[src/rtl/spi_word_slave.sv]
// SPI mode-0 word slave: oversampled sclk/cs_n/mosi, one DATA_W-bit full-duplex word per cs_n frame.
// Optional SPI_SLV_AUTO_INC_EN: default response becomes last rx word + 1 instead of IDLE_WORD.
module spi_word_slave #(
  parameter int                 DATA_W    = 32,
  parameter logic [DATA_W-1:0]  IDLE_WORD = '0
) (
  input  logic              clk,
  input  logic              rst_n,
  input  logic              sclk,
  input  logic              cs_n,
  input  logic              mosi,
  output logic              miso,
  input  logic [DATA_W-1:0] tx_data,
  input  logic              tx_valid,
  output logic              tx_ready,
  output logic [DATA_W-1:0] rx_data,
  output logic              rx_valid,
  output logic              busy,
  output logic              frame_err
);

  localparam int CNT_W = $clog2(DATA_W + 1);

  typedef enum logic [1:0] {WAIT_CS_HIGH, IDLE, SHIFT} state_t;

  state_t            state_q, state_d;
  logic [2:0]        sclk_sync_q, sclk_sync_d;
  logic [2:0]        cs_sync_q, cs_sync_d;
  logic [2:0]        mosi_sync_q, mosi_sync_d;
  logic [1:0]        prime_q, prime_d;
  logic [DATA_W-1:0] tx_shift_q, tx_shift_d;
  logic [DATA_W-1:0] rx_shift_q, rx_shift_d;
  logic [CNT_W-1:0]  bit_cnt_q, bit_cnt_d;
  logic [DATA_W-1:0] hold_q, hold_d;
  logic              pending_q, pending_d;
  logic [DATA_W-1:0] rx_data_q, rx_data_d;
  logic              done_q, done_d;
  logic              rx_valid_q, rx_valid_d;
  logic              frame_err_q, frame_err_d;

  logic              sclk_rise, sclk_fall, cs_s, cs_fall, mosi_s;
  logic              frame_start, frame_done, frame_abort, accept;
  logic [DATA_W-1:0] default_word;
  logic [1:0]        unused_bits;

  // Index 1 is the synchronized level, index 2 the history used for edge detection.
  assign sclk_rise   = sclk_sync_q[1] & ~sclk_sync_q[2];
  assign sclk_fall   = ~sclk_sync_q[1] & sclk_sync_q[2];
  assign cs_s        = cs_sync_q[1];
  assign cs_fall     = ~cs_sync_q[1] & cs_sync_q[2];
  assign mosi_s      = mosi_sync_q[1];
  assign unused_bits = {mosi_sync_q[2], rx_shift_q[DATA_W-1]};

  assign frame_start = (state_q == IDLE) && cs_fall;
  assign frame_done  = (state_q == SHIFT) && sclk_rise && (bit_cnt_q == CNT_W'(DATA_W - 1));
  assign frame_abort = (state_q == SHIFT) && !frame_done && cs_s;
  assign accept      = tx_valid && !pending_q;

`ifdef SPI_SLV_AUTO_INC_EN
  assign default_word = rx_data_q + DATA_W'(1);
`else
  assign default_word = IDLE_WORD;
`endif

  always_ff @(posedge clk or negedge rst_n) begin
    if (!rst_n) begin
      state_q     <= WAIT_CS_HIGH;
      sclk_sync_q <= '0;
      cs_sync_q   <= '1;
      mosi_sync_q <= '0;
      prime_q     <= '0;
      tx_shift_q  <= '0;
      rx_shift_q  <= '0;
      bit_cnt_q   <= '0;
      hold_q      <= '0;
      pending_q   <= 1'b0;
      rx_data_q   <= '0;
      done_q      <= 1'b0;
      rx_valid_q  <= 1'b0;
      frame_err_q <= 1'b0;
    end else begin
      state_q     <= state_d;
      sclk_sync_q <= sclk_sync_d;
      cs_sync_q   <= cs_sync_d;
      mosi_sync_q <= mosi_sync_d;
      prime_q     <= prime_d;
      tx_shift_q  <= tx_shift_d;
      rx_shift_q  <= rx_shift_d;
      bit_cnt_q   <= bit_cnt_d;
      hold_q      <= hold_d;
      pending_q   <= pending_d;
      rx_data_q   <= rx_data_d;
      done_q      <= done_d;
      rx_valid_q  <= rx_valid_d;
      frame_err_q <= frame_err_d;
    end
  end

  // Leaving WAIT_CS_HIGH needs a genuine post-reset cs_n sample, not the reset value of the chain.
  always_comb begin
    state_d = state_q;
    unique case (state_q)
      WAIT_CS_HIGH: if (prime_q[1] && cs_s) state_d = IDLE;
      IDLE:         if (cs_fall) state_d = SHIFT;
      SHIFT: begin
        if (frame_done)       state_d = WAIT_CS_HIGH;
        else if (frame_abort) state_d = IDLE;
      end
      default:      state_d = WAIT_CS_HIGH;
    endcase
  end

  always_comb begin
    sclk_sync_d = {sclk_sync_q[1:0], sclk};
    cs_sync_d   = {cs_sync_q[1:0], cs_n};
    mosi_sync_d = {mosi_sync_q[1:0], mosi};
    prime_d     = {prime_q[0], 1'b1};
    tx_shift_d  = tx_shift_q;
    rx_shift_d  = rx_shift_q;
    bit_cnt_d   = bit_cnt_q;
    hold_d      = accept ? tx_data : hold_q;
    pending_d   = accept || (pending_q && !frame_start);
    rx_data_d   = rx_data_q;
    done_d      = frame_done;
    rx_valid_d  = done_q;
    frame_err_d = frame_abort;
    // A word accepted in the frame-start cycle sees pending_q low, so it waits for the next frame.
    if (frame_start) begin
      tx_shift_d = pending_q ? hold_q : default_word;
      bit_cnt_d  = '0;
    end
    if (state_q == SHIFT) begin
      if (sclk_rise) begin
        rx_shift_d = {rx_shift_q[DATA_W-2:0], mosi_s};
        bit_cnt_d  = bit_cnt_q + CNT_W'(1);
      end
      if (sclk_fall && (bit_cnt_q != '0)) tx_shift_d = {tx_shift_q[DATA_W-2:0], 1'b0};
    end
    if (frame_done) rx_data_d = {rx_shift_q[DATA_W-2:0], mosi_s};
  end

  always_comb begin
    busy      = (state_q == SHIFT);
    miso      = (state_q == SHIFT) && tx_shift_q[DATA_W-1];
    tx_ready  = !pending_q;
    rx_data   = rx_data_q;
    rx_valid  = rx_valid_q;
    frame_err = frame_err_q;
  end

endmodule

[config.mk]
export PLATFORM = sky130hd
export DESIGN_NAME = spi_word_slave
export DESIGN_NICKNAME = d
export VERILOG_FILES = /design/src/rtl/spi_word_slave.sv
export SDC_FILE = /design/constraint.sdc
export NUM_CORES = 1
export LEC_CHECK = 0
export ABC_AREA = 1
export ABC_CLOCK_PERIOD_IN_PS = 3100
export BUFFER_PORTS_ARGS = -buffer_cell sky130_fd_sc_hd__buf_4
export CAP_MARGIN = 20
export CORE_MARGIN = 2
export CORE_UTILIZATION = 56
export CTS_CLUSTER_DIAMETER = 40
export DETAILED_ROUTE_END_ITERATION = 8
export HOLD_SLACK_MARGIN = 0.1
export PLACE_DENSITY = 0.77
export SLEW_MARGIN = 20
export SYNTH_ARGS = -nofsm -noshare
export SYNTH_HDL_FRONTEND = slang
export SYNTH_SLANG_ARGS = --single-unit
[constraint.sdc]
create_clock -name clk -period 3.1 [get_ports clk]
set_input_delay 0.31 -clock clk [delete_from_list [all_inputs] [get_ports clk]]
set_output_delay 0.31 -clock clk [all_outputs]
set_load 0.1 [all_outputs]
==> flow_summary.toml <==
[synth]
synth_area_leaders = "dfrtp_1 (60%), nand2_1 (15%), mux2_2 (5.9%), o21ai_0 (4.7%), o21ai_1 (3.3%)"
yosysSeqAreaShare_pct = 60.9
avgSynthCellArea_um2 = 9.54
ys_async_sr_fraction_pct = 100
synth_top_area_cell = "dfrtp_1"
synthCells = 642
synth_nets = 682
netlist_area_um2 = 6130
synth_top_area_share_pct = 59.6
yosys_warnings = 0
synth_cell_type_count = 27
synth_edf_count = 0
synth.most_common_cell = "nand2_1"
synth-seq-cells = 149
synth_commonest_cells = "nand2_1 (240), dfrtp_1 (146), o21ai_0 (58)"
synthFlopType = "dfrtp_1"

[flow_run]
drv_cap = 0

[cells_and_area]
layout.cells.non_filler = 899
seq_area_um2 = 3730
syn_to_final_growth_pct = 25.2
fin_util_pct = 71.4
multi_input_area_um2 = 1960
drive_gt1_share_pct = 20.9
fin_nets = 786
fill_cells = 764
n_antenna_cell = 0

[pwr]
leakage_nw = 3.77
p_per_area_nw_per_um2 = 782
ir_worst_vdd_uv = 596

[floorplan]
core_area_um2 = 10700
die_x_um = 109
initial_core_util_pct = 57.0
ios = 75
die-area_um2 = 11800
fp-row-count = 38
die_h_um = 109

[min_path]
hp-class = "reg2reg"
whs_path_depth = 0
hold_path_end = "sclk_sync_q[1]"
hp-start = "sclk_sync_q[0]"

[global_route]
grt_max_degree = 88
antenna_found_initial = 0
grt_pass1_wl_um = 20200
grt_pass1_vias = 4492
grt_use_total_pct = 22.4
globalRoute.totalOverflow = 0

[setup_path]
rr_startpoint = "state_q[1]"
crit_path_start_kind = "flop"
ff2ff_setup_slack_ns = 1.02
crit_type = "reg2reg"
critical_path_peak_fanout = 45
cp.arrival_ns = 2.49
end_kind = "flop"
r2r-end = "tx_shift_q[31]"
reg2regPathDepth = 7
cp.required_ns = 3.51

[clock_tree]
ctsHtreeMaxLevel = 4
cts_buffer_depth = 2
cts.clk_slew.worst_paths_ns = 0.06
cts_tree = "done"
post_cts_buffers = 0
cts_buffers = 17
clock_latency_ns = 0.53
cts.sinks = 149
cts_root_buffer = "clkbuf_8"

[route]
drtIter0Drc = 230
dr.pass1.iters = 4
ant_nets = 0
wire_per_inst_um = 13.4
avgViaCountPerCell = 5.09
drc = 0
routed_wirelength_um = 12000
vias = 4577

[placed_design]
place_congestion = 0.808
port_buffers = 74
dp_hpwl_um = 7200
dpl.cell_count = 831

[timing]
fin_crit_sh_pct = 67.1
tightest_slew_ns = 0.781
hold_viol_final = 0
drv_slew = 0
slew_headroom_pct = 47.9
setup_viol = 0
fin_skew_ns = 0.00636
period_minus_slack_ns = 2.08
tns_ns = 0
max_freq_ghz = 0.481
rsz0062_at_grt = "no"

[run_status]
run_status = "finished clean"
==> worst max-delay path, stage by stage, from the launching register on <==
cell and delay (ns):
dfrtp_1 0.41, nor2_2 0.16, nand3_2 0.61, buf_4 0.48
nand2_1 0.08, o21ai_1 0.07, nand2_1 0.08, nand2_1 0.07
==> layer usage <==
metal  up-vias  GRT usage (%)  wire length [µm]
met2       129           36.7              6040
met1      2203           28.2              5270
met5         -              0                 0
met3        16           5.85               538
li1       2229              -                 -
met4         0           9.25               167
==> flip-flops by register name (all words and copies together) (netlist names) <==
signal / flops
bit_cnt_q: 6
sclk_sync_q: 3
tx_shift_q: 32
state_q: 2
mosi_sync_q: 2
hold_q: 32
frame_err: 1
pending_q: 1
rx_data: 32
cs_sync_q: 3
rx_valid: 1
prime_q: 2
done_q: 1
rx_shift_q: 31
==> repair_timing <==
action                                 in CTS  in global routing
hold buffers                               36                  0
setup endpoints to repair                   0                  0
gates resized for setup                     0                  0
endpoints found under the hold margin     118                  0
==> cells in the final DEF (no fill, tap or decap), types with 2 or more instances in the layout <==
cell type	n
clkinv_4	6
mux2_2	32
nand2_2	3
clkbuf_16	16
buf_4	80
clkinvlp_4	4
inv_1	50
bufinv_16	4
o21ai_0	58
dfrtp_1	146
dfstp_2	3
nor3_1	2
ha_1	2
nor2_1	11
nand3_1	9
nand2_1	240
o21ai_1	41
inv_2	4
dlygate4sd3_1	36
==> power breakdown <==
group / internal, mW / switching (mW)
registers: 2.40 / 0.258
logic: 0.530 / 0.685
clock network: 1.31 / 0.813
==> worst max-delay path by stage <==
stage	cells after the start	slack (ns)	from	endpoint
CTS	7	1.04	state_q[1]	tx_shift_q[31]
floorplan	3	1.01	state_q[0]	miso
detailed placement	7	1.05	state_q[1]	tx_shift_q[31]
finish	7	1.02	state_q[1]	tx_shift_q[31]
global route	6	0.84	state_q[1]	tx_shift_q[25]
global placement	7	1.17	state_q[1]	tx_shift_q[25]
==> area by class of cell <==
| type | instances | area share (%) |
|---|---|---|
| clock buffers | 17 | 5.40 |
| clock inverters | 15 | 2.71 |
| inverters | 54 | 2.64 |
| multi-input cells | 407 | 25.6 |
| flip-flops and latches | 149 | 48.7 |
| well taps | 140 | 2.28 |
| repair buffers | 117 | 12.7 |
==> stage by stage <==
step	worst slack, ns	instance area [µm²]	power, mW	hold WS, ns
CTS	1.04	7670	6.03	0.346
detailed placement	1.05	6690	3.85	0.335
global placement	1.17	6690	3.76	0.336
floorplan	1.01	6130	3.54	0.0144
finish	1.02	7670	5.99	0.345
global route	0.838	7670	6.34	0.360
==> kinds of logic (layout without fill, tap and decap cells) <==
group / after synthesis / in the layout / synth area share [%]
AOI/OAI and AO/OA: 102 / 102 / 8.39
adders and majority gates: 2 / 2 / 0.408
buffers and inverters: 86 / 203 / 7.01
DFF: 149 / 149 / 60.9
muxes: 32 / 32 / 5.88
other: 1 / 1 / 0.0612
and+or+nand+nor: 270 / 270 / 17.3
Note: power is estimated with default switching activity, not from simulation.
